### src/rtl/fifo8x16_pkg.sv
// fifo8x16_pkg: fifo8_defs constants (include-guarded) and shared pointer/count/data types.
`ifndef FIFO8_DEFS_VH
`define FIFO8_DEFS_VH
`define FIFO8_DEPTH 8
`define FIFO8_PTR_W 3
`define FIFO8_CNT_W 4
`define FIFO8_DATA_W 16
`endif
package fifo8x16_pkg;
  localparam int DEPTH = `FIFO8_DEPTH;
  typedef logic [`FIFO8_PTR_W-1:0] ptr_t;
  typedef logic [`FIFO8_CNT_W-1:0] cnt_t;
  typedef logic [`FIFO8_DATA_W-1:0] data_t;
  localparam cnt_t FULL_CNT = cnt_t'(DEPTH);
endpackage

### src/rtl/fifo8x16_if.sv
// fifo8x16_if: producer/consumer handshake bundle; slave is the FIFO side.
import fifo8x16_pkg::*;
interface fifo8x16_if;
  data_t in_data;
  logic  in_valid;
  logic  in_ready;
  data_t out_data;
  logic  out_valid;
  logic  out_ready;
  cnt_t  count;
  logic  almost_full;
  modport slave (input in_data, in_valid, out_ready,
                 output in_ready, out_data, out_valid, count, almost_full);
  modport master (output in_data, in_valid, out_ready,
                  input in_ready, out_data, out_valid, count, almost_full);
endinterface

### src/rtl/fifo8x16_reg_bank.sv
// reg_bank8x16: eight 16-bit registers with wr_ptr write decode and a Mux8Way16 read port.
import fifo8x16_pkg::*;
module mux8way16 (
  input  logic [DEPTH-1:0][`FIFO8_DATA_W-1:0] d_i,
  input  ptr_t                                sel_i,
  output data_t                               out_o
);
  assign out_o = d_i[sel_i];
endmodule

module reg_bank8x16 (
  input  logic  clk,
  input  logic  rst_n,
  input  logic  we_i,
  input  ptr_t  wr_ptr_i,
  input  data_t wr_data_i,
  input  ptr_t  rd_ptr_i,
  output data_t rd_data_o
);
  logic [DEPTH-1:0][`FIFO8_DATA_W-1:0] mem_q;
  always_ff @(posedge clk or negedge rst_n) begin
    if (!rst_n) mem_q <= '0;
    else if (we_i) mem_q[wr_ptr_i] <= wr_data_i;
  end
  mux8way16 u_mux (.d_i(mem_q), .sel_i(rd_ptr_i), .out_o(rd_data_o));
endmodule

### src/rtl/fifo8x16.sv
// fifo8x16: 8x16 first-word-fall-through FIFO; pointers, count and handshakes.
// FIFO8_CLEAR_EN adds clear_i, which empties the FIFO with priority over push/pop.
import fifo8x16_pkg::*;
module fifo8x16 #(
  parameter int ALMOST_FULL_LVL = 6
) (
  input  logic clk,
  input  logic rst_n,
`ifdef FIFO8_CLEAR_EN
  input  logic clear_i,
`endif
  fifo8x16_if.slave bus
);
  localparam cnt_t AF_LVL = cnt_t'(ALMOST_FULL_LVL);
  ptr_t wr_ptr_q, wr_ptr_d, rd_ptr_q, rd_ptr_d;
  cnt_t count_q, count_d;
  logic clr, push, pop;
`ifdef FIFO8_CLEAR_EN
  assign clr = clear_i;
`else
  assign clr = 1'b0;
`endif
  assign bus.in_ready    = count_q != FULL_CNT;
  assign bus.out_valid   = count_q != '0;
  assign bus.count       = count_q;
  assign bus.almost_full = count_q >= AF_LVL;
  // in_ready is left high during clear, so the handshake itself must be gated
  assign push = bus.in_valid & bus.in_ready & ~clr;
  assign pop  = bus.out_valid & bus.out_ready & ~clr;
  always_comb begin
    wr_ptr_d = clr ? '0 : push ? wr_ptr_q + 3'd1 : wr_ptr_q;
    rd_ptr_d = clr ? '0 : pop ? rd_ptr_q + 3'd1 : rd_ptr_q;
    count_d  = clr ? '0 : count_q + {3'b0, push} - {3'b0, pop};
  end
  always_ff @(posedge clk or negedge rst_n) begin
    if (!rst_n) begin
      wr_ptr_q <= '0;
      rd_ptr_q <= '0;
      count_q  <= '0;
    end else begin
      wr_ptr_q <= wr_ptr_d;
      rd_ptr_q <= rd_ptr_d;
      count_q  <= count_d;
    end
  end
  reg_bank8x16 u_bank (
    .clk(clk), .rst_n(rst_n), .we_i(push), .wr_ptr_i(wr_ptr_q),
    .wr_data_i(bus.in_data), .rd_ptr_i(rd_ptr_q), .rd_data_o(bus.out_data)
  );
endmodule

### src/flat_wrapper.sv
// flat-port wrapper written by rule: the top's interface ports become plain ports
module fifo8x16_flat 
#(
  parameter int ALMOST_FULL_LVL = 6
)
  (clk, rst_n, bus_in_data, bus_in_valid, bus_out_ready, bus_in_ready, bus_out_data, bus_out_valid, bus_count, bus_almost_full);
  fifo8x16_if bus_i ();
  input  logic clk;
  input  logic rst_n;
  input wire logic [$bits(bus_i.in_data)-1:0] bus_in_data;
  input wire logic [$bits(bus_i.in_valid)-1:0] bus_in_valid;
  input wire logic [$bits(bus_i.out_ready)-1:0] bus_out_ready;
  output wire logic [$bits(bus_i.in_ready)-1:0] bus_in_ready;
  output wire logic [$bits(bus_i.out_data)-1:0] bus_out_data;
  output wire logic [$bits(bus_i.out_valid)-1:0] bus_out_valid;
  output wire logic [$bits(bus_i.count)-1:0] bus_count;
  output wire logic [$bits(bus_i.almost_full)-1:0] bus_almost_full;
  assign bus_i.in_data = bus_in_data;
  assign bus_i.in_valid = bus_in_valid;
  assign bus_i.out_ready = bus_out_ready;
  assign bus_in_ready = bus_i.in_ready;
  assign bus_out_data = bus_i.out_data;
  assign bus_out_valid = bus_i.out_valid;
  assign bus_count = bus_i.count;
  assign bus_almost_full = bus_i.almost_full;
  fifo8x16 #(.ALMOST_FULL_LVL(ALMOST_FULL_LVL)) u_core (.clk(clk), .rst_n(rst_n), .bus(bus_i));
endmodule
### config.mk
export PLATFORM = sky130hd
export DESIGN_NAME = fifo8x16_flat
export DESIGN_NICKNAME = d
export VERILOG_FILES = /design/src/rtl/fifo8x16_pkg.sv /design/src/rtl/fifo8x16_if.sv /design/src/rtl/fifo8x16_reg_bank.sv /design/src/rtl/fifo8x16.sv /design/src/flat_wrapper.sv
export SDC_FILE = /design/constraint.sdc
export NUM_CORES = 1
export LEC_CHECK = 0
export ABC_AREA = 1
export ABC_CLOCK_PERIOD_IN_PS = 2100
export CORE_UTILIZATION = 40
export DETAILED_ROUTE_END_ITERATION = 12
export GPL_TIMING_DRIVEN = 0
export PLACE_DENSITY = 0.57
export SYNTH_ARGS = -nofsm -noshare
export SYNTH_HDL_FRONTEND = slang
export SYNTH_SLANG_ARGS = --single-unit
### constraint.sdc
create_clock -name clk -period 2.1 [get_ports clk]
set_input_delay 0.42 -clock clk [delete_from_list [all_inputs] [get_ports clk]]
set_output_delay 0.42 -clock clk [all_outputs]
set_load 0.05 [all_outputs]
* Yosys cells after proc, flatten, opt, wreduce, memory -nomap -nowiden
Index checks and enable logic that the tools add are counted.
** Word-level totals
- Bits in registers :: 138
- Latch bits :: 0
- RAM bits :: 0
- Bits in read-only memories :: 0
- Input bits :: 20
- Output and inout bits :: 23
- Logic and storage cells :: 29
- Memories :: 0
** Operators by class
- Add/sub/neg operators :: 4
- $mul :: 0
- Div/mod/pow operators :: 0
- Magnitude comparators :: 4
- Equality and inequality tests :: 1
- Shifts and indexed selects :: 0
- Muxes and demuxes :: 5
- Bitwise logic cells :: 2
- Reduce and logical (&&, ||, !) cells :: 2
** Operators with widths (number)
- $bwmux W128 :: 1
- $bmux W16 S3 :: 1
- $demux W16 S3 :: 1
- $mux W16 :: 2
- $lt A3 B4 Y1 const B :: 2
- $add A3 B1 Y3 const B :: 2
- $add A4 B1 Y4 :: 1
- $ge A4 B3 Y1 const B :: 1
- $ne A4 B4 Y1 const B :: 1
- $reduce_bool A4 Y1 :: 1
- $sub A4 B1 Y4 :: 1
- $ge A3 B1 Y1 const B :: 1
- $and A1 B1 Y1 :: 2
- $logic_and A1 B1 Y1 :: 1

* Logic depth before layout (Yosys ltp)
- Word-level depth :: 5
- Depth in mapped cells :: 11
- Gate-level depth less buffers :: 11

* By module
From an unflattened synthesis, not the netlist that was laid out.
** Second synthesis, totals
- Cells, all modules :: 1076
- Area, all modules :: 7422.1 um^2
** Modules (own cells, without submodules)
- reg_bank8x16 :: instances 1, cells an instance 579, area each 5026.1 um^2, seq. area each 3203.1 um^2
- mux8way16 :: instances 1, cells an instance 426, area each 1761.7 um^2, seq. area each 0.0 um^2
- fifo8x16 :: instances 1, cells an instance 71, area each 634.4 um^2, seq. area each 250.2 um^2

* Worst setup path after synthesis
OpenSTA, ideal clock, no wires.
- Path kind :: register -> register
- Start point :: register u_core.count_q[2] (netlist: u_core.bus.count[2])
- End point :: register u_core.count_q[2] (netlist: u_core.bus.count[2])
- Setup time :: 0.123 ns
- Data arrival time :: 2.656 ns
- Required time :: 1.977 ns
- Slack :: -0.679 ns
- Stages on the path, launching flop included :: 11
- Path buffers :: 0
- Clock period less this slack :: 2.779 ns
- Path through :: dfrtp_1 inv_1 ha_1 nand3_1 nand2_1 inv_1 ha_1 inv_1 ha_1 fa_1 xor2_1
** Between the ends
- Elaborated cells on any way between the ends :: 6
- Those cells by class :: add/sub (2); eq/ne (1); bitwise (2); reduce/logical (1)
** RTL lines
- start: declaration :: line fifo8x16.sv:16 : cnt_t count_q, count_d;
- start signal: assignment :: line fifo8x16.sv:43 : count_q <= count_d;
- $reduce_bool A4 Y1 :: line fifo8x16.sv:24 : assign bus.out_valid = count_q != '0;
- via bus_out_valid :: line flat_wrapper.sv:15 : output wire logic [$bits(bus_i.out_valid)-1:0] bus_out_valid;
- $and A1 B1 Y1 :: line fifo8x16.sv:29 : assign pop = bus.out_valid & bus.out_ready & ~clr;
- via u_core.pop :: line fifo8x16.sv:17 : logic clr, push, pop;
- $sub A4 B1 Y4 :: line fifo8x16.sv:33 : count_d = clr ? '0 : count_q + {3'b0, push} - {3'b0, pop};
- via u_core.count_d[2] :: line fifo8x16.sv:16
The timed path passes the listed nets, and every way through them passes these cells.
A chain may end at the register's enable or synchronous reset.

* Worst setup path in the final report
- Start point :: register u_core.rd_ptr_q[0]
- End point :: output port bus_out_data[3]
** Between the ends
- Longest elaborated chain between the ends :: 2
** Ends and longest elaborated chain
- start: declaration :: line fifo8x16.sv:15 : ptr_t wr_ptr_q, wr_ptr_d, rd_ptr_q, rd_ptr_d;
- start signal: assignment :: line fifo8x16.sv:42 : rd_ptr_q <= rd_ptr_d;
- $bmux W16 S3 :: line fifo8x16_reg_bank.sv:8 : assign out_o = d_i[sel_i];
- $mux W16 (implied by the code) :: line fifo8x16_reg_bank.sv:8
- end: declaration :: line flat_wrapper.sv:14 : output wire logic [$bits(bus_i.out_data)-1:0] bus_out_data;
Every way passes these cells. The select of a mux whose other input is x is not followed.

==> parameters.txt <==
Parameter                              Value

Status
  Result of the run ... finished, violations left
  Failing checks ... setup timing

Synth
  Most frequent cell after synthesis ... sky130_fd_sc_hd__nand2_1
  Area fraction of the dominant cell type after synthesis ... a little over two fifths
  Top cells by area, synth ... sky130_fd_sc_hd__dfrtp_1, sky130_fd_sc_hd__nand2_1, sky130_fd_sc_hd__nand4_1, sky130_fd_sc_hd__inv_1, sky130_fd_sc_hd__nand3_1
  Synthesized instance count ... 1077
  Synthesized netlist net count ... roughly 1100
  Proportion of synthesized chip area in sequential cells ... between 40% and 50%
  EDFF count, synth ... 0
  Post-Syn Area ... between 7000 and 8000 sq um
  Register bit count reported by yosys ... approximately 140
  Distinct cells, synth ... 22
  Most used standard cells in the synthesized netlist ... sky130_fd_sc_hd__nand2_1, sky130_fd_sc_hd__inv_1, sky130_fd_sc_hd__dfrtp_1, sky130_fd_sc_hd__nand4_1, sky130_fd_sc_hd__nand3_1
  Warning count from the yosys run ... 0
  Yosys top cell by area ... sky130_fd_sc_hd__dfrtp_1
  Synth Flop Type ... sky130_fd_sc_hd__dfrtp_1
  Share of flip-flops with an asynchronous set or reset after synthesis ... 100.0%
  Synthesized area divided by synthesized cell count ... approximately 7.4 sq um

Routing
  Number of routed nets with antenna violations ... 0
  Post-detailed-route wirelength per cell ... around 18 microns
  Residual DRC count ... 0
  Detail-routed via count per cell ... around 5.1
  DR vias ... ~7200
  1st-iter DRT viols ... ~550
  TritonRoute pass-1 iters ... 7
  Routed wire length ... about 25000 microns

Global route
  Final global-route overflow total ... 0
  Vias in the first global route ... 6891
  Combined global-route utilization of all metal layers ... a little over a quarter
  Number of antenna violations at the first check in global routing ... 0
  First-pass GRT wire length ... 39360 microns
  Maximum number of pins on one net before global-route repair ... 75

Cells and area
  Final cell area excluding filler cells ... 9886 sq um
  Post-synthesis to final-layout area growth ... 24.25%
  Fraction of layout instances using a drive strength above 1 ... roughly 22%
  Final design utilization ... about 51%
  Number of nets in the finished design ... about 1200
  Number of antenna cells inserted ... 0
  Final instance count without filler cells ... 1408

Power and ir drop
  Switching power as a share of total power ... approximately 46%
  Peak supply drop ... ~1.5 mV
  Sw power ... roughly 8.3 mW
  Clock network power share ... roughly a fifth
  Pleak ... between 5 and 6 nW
  Reg power frac ... approximately a quarter
  Proportion of power drawn by combinational gates ... a little under three fifths
  Ratio of total power to cell area ... 1843 nW/um^2
  Internal power contribution ... between 9 and 10 mW

STA
  Actual transition at the worst max-transition pin ... roughly 0.73 ns
  Post-route clock period utilization ... 106.9%
  Post-layout min period ... between 2 and 2.5 ns
  Max-Slew Margin vs Limit ... approximately half
  Unrepaired setup endpoints after global routing ... yes
  Sum of negative setup slack ... -1.776 ns
  Highest clock frequency the design can meet ... ~450 MHz
  Finish-stage setup viols ... 16
  Number of max-slew violations in the final report ... 0
  Clk_skew ... 0.007683 ns
  Final hold viol count ... 0
  Setup WS post-layout ... -0.1454 ns

Worst setup path
  Launching instance or port of the critical path ... u_core.rd_ptr_q[0]$_DFFE_PN0P_
  Kind of launch point of the worst setup path ... register
  Delay-heaviest family, CP ... buffers and inverters
  Cells along the critical path ... inv_2, buf_12, clkbuf_16, nand2_4, nand3_2, nand2_1, nand2_1, nand2_1, buf_6
  Largest stage delay on the critical path ... about 0.46 ns
  Worst reg2reg path depth ... 11
  Peak fanout along the critical path ... 7
  Endpoint required time on the critical path ... 1.68 ns
  Logic depth of the worst path, buffers included ... 9
  Startpoint of the most critical register-to-register path ... u_core.bus.count[2]$_DFF_PN0_
  Data arrival time of the worst path ... around 1.8 ns
  CP dominant cell by count ... sky130_fd_sc_hd__nand2_1
  Crit path capture type ... output port
  CP max-delay cell ... sky130_fd_sc_hd__dfrtp_2
  Critical path start-end classification ... reg -> out
  Count of buffer and inverter cells on the critical path ... 4
  Endpoint of the lowest-slack register-to-register path ... u_core.bus.count[2]$_DFF_PN0_
  CP endpoint ... bus_out_data[3]
  Slack of the worst reg-to-reg path ... ~0.1 ns

Placed design
  Count of buffers inserted at the top-level ports ... 25
  Detailed-placement wirelength estimate ... roughly 17000 microns
  RePlAce Congestion ... 0.8127
  Count of placed standard cells including taps ... roughly 1400
  Area of placed instances ... between 8000 and 9000 sq um
  Placement-stage worst setup slack ... -0.7883 ns

Run
  # Max-Cap Violations ... 0

Floorplanning
  Die ar. ... around 20000 sq um
  Row count ... 51
  Number of primary I/O pins ... 43
  Core area ... around 19000 sq um
  Die Span X ... about 140 microns
  Die extent in y ... between 100 and 150 microns
  Initial cell density of the core ... between 40% and 50%

Clocking
  Clock net sink count ... 138
  Clock Root Buffer ... sky130_fd_sc_hd__clkbuf_16
  Clock-pin slew on the worst setup and hold paths ... roughly 0.06 ns
  Number of levels in the clock H-tree ... 4
  Number of clock buffers inserted by TritonCTS ... 17
  Buffer levels on the longest clock path ... 2
  TritonCTS clock tree ... done
  Skew-Pair Late Insertion Delay ... 0.43 ns

Worst hold path
  Hold Path Class ... in -> async
## layout by cell type (no fill, tap or decap), drive strengths merged, types with 2 or more instances in the layout
cell	netlist	final
ha	9	9
clkinvlp	0	3
dlymetal6s2s	0	2
nand4	128	128
clkdlybuf4s15	0	2
clkinv	0	3
nand3	75	75
clkbuf	11	32
dfrtp	138	138
nor2	8	8
bufinv	0	6
nand2	477	477
inv	143	143
clkdlybuf4s50	0	2
xor2	4	4
o21ai	4	4
buf	76	102
xnor2	2	2
## flip-flops by register name, summed over array words and instances (netlist names)
name                 flops
u_core.rd_ptr_q          3
u_core.wr_ptr_q          3
u_core.bus.count         4
u_core.u_bank.mem_q    128
## cells by family (layout without fill, tap and decap cells)
| family | after synthesis | in the layout | share of synthesized area [%] |
|---|---|---|---|
| xor gates and xnor gates | 6 | 6 | 0.6605 |
| AOI/OAI and AO/OA | 5 | 5 | 0.3145 |
| DFF | 138 | 138 | 43.40 |
| adders and majority gates | 10 | 10 | 1.667 |
| and+or+nand+nor | 688 | 688 | 39.90 |
| buffers and inverters | 230 | 296 | 14.06 |
## per-layer routing
metal  wire, microns  global-route usage, %  vias to the layer above
li1                -                      -                     3490
met1           11680                  36.83                     3493
met2           11200                  40.49                      221
met4             613                  8.602                        0
met5               0                      0                        -
met3            1421                  4.594                       37
## repair_timing
item | in CTS | in global routing
setup endpoints to repair | 19 | 20
hold buffers | 0 | 0
buffers inserted | 7 | 0
gates resized for setup | 232 | 31
cloned | 3 | 0
pin swaps | 14 | 2
## worst min path at each step
stage / start / endpoint / cells after the start / slack [ns]
floorplan: rst_n / u_core.bus.count[0]$_DFF_PN0_ / 0 / 0.12
detailed placement: u_core.u_bank.mem_q[30]$_DFFE_PN0P_ / u_core.u_bank.mem_q[30]$_DFFE_PN0P_ / 2 / 0.46
global route: rst_n / u_core.u_bank.mem_q[13]$_DFFE_PN0P_ / 1 / 0.09
finish: rst_n / u_core.u_bank.mem_q[11]$_DFFE_PN0P_ / 1 / 0.04
CTS: rst_n / u_core.u_bank.mem_q[11]$_DFFE_PN0P_ / 1 / 0.06
global placement: u_core.u_bank.mem_q[13]$_DFFE_PN0P_ / u_core.u_bank.mem_q[13]$_DFFE_PN0P_ / 2 / 0.45
## power groups by stage
stage          clock, mW  combinational [mW]  sequential [mW]
6_report            3.53                10.1             4.62
5_1_grt             3.69                11.1             4.77
4_1_cts             3.58                9.86             4.61
3_5_place_dp           0                8.70             4.61
3_3_place_gp           0                8.61             4.59
2_1_floorplan          0                6.09             4.59
## stage by stage
| stage | power [mW] | hold slack, ns |
|---|---|---|
| final | 18.22 | 0.03970 |
| after global routing | 19.53 | 0.08707 |
| after CTS | 18.04 | 0.05982 |
| after detailed placement | 13.30 | 0.4580 |
| after global placement | 13.21 | 0.4535 |
| after floorplan | 10.68 | 0.1244 |
## area by class of cell
cell class / instances / area [sq um]
Clock buffer: 20 / 466.7
Timing Repair Buffer: 36 / 431.7
Fill cell: 1945 / 9577
Multi-Input combinational cell: 709 / 3670
Buffer: 85 / 763.2
Inverter: 143 / 544.3
Clock inverter: 12 / 217.7
Sequential cell: 138 / 3461
Tap cell: 265 / 331.6
Power figures use the tool's default switching activity.
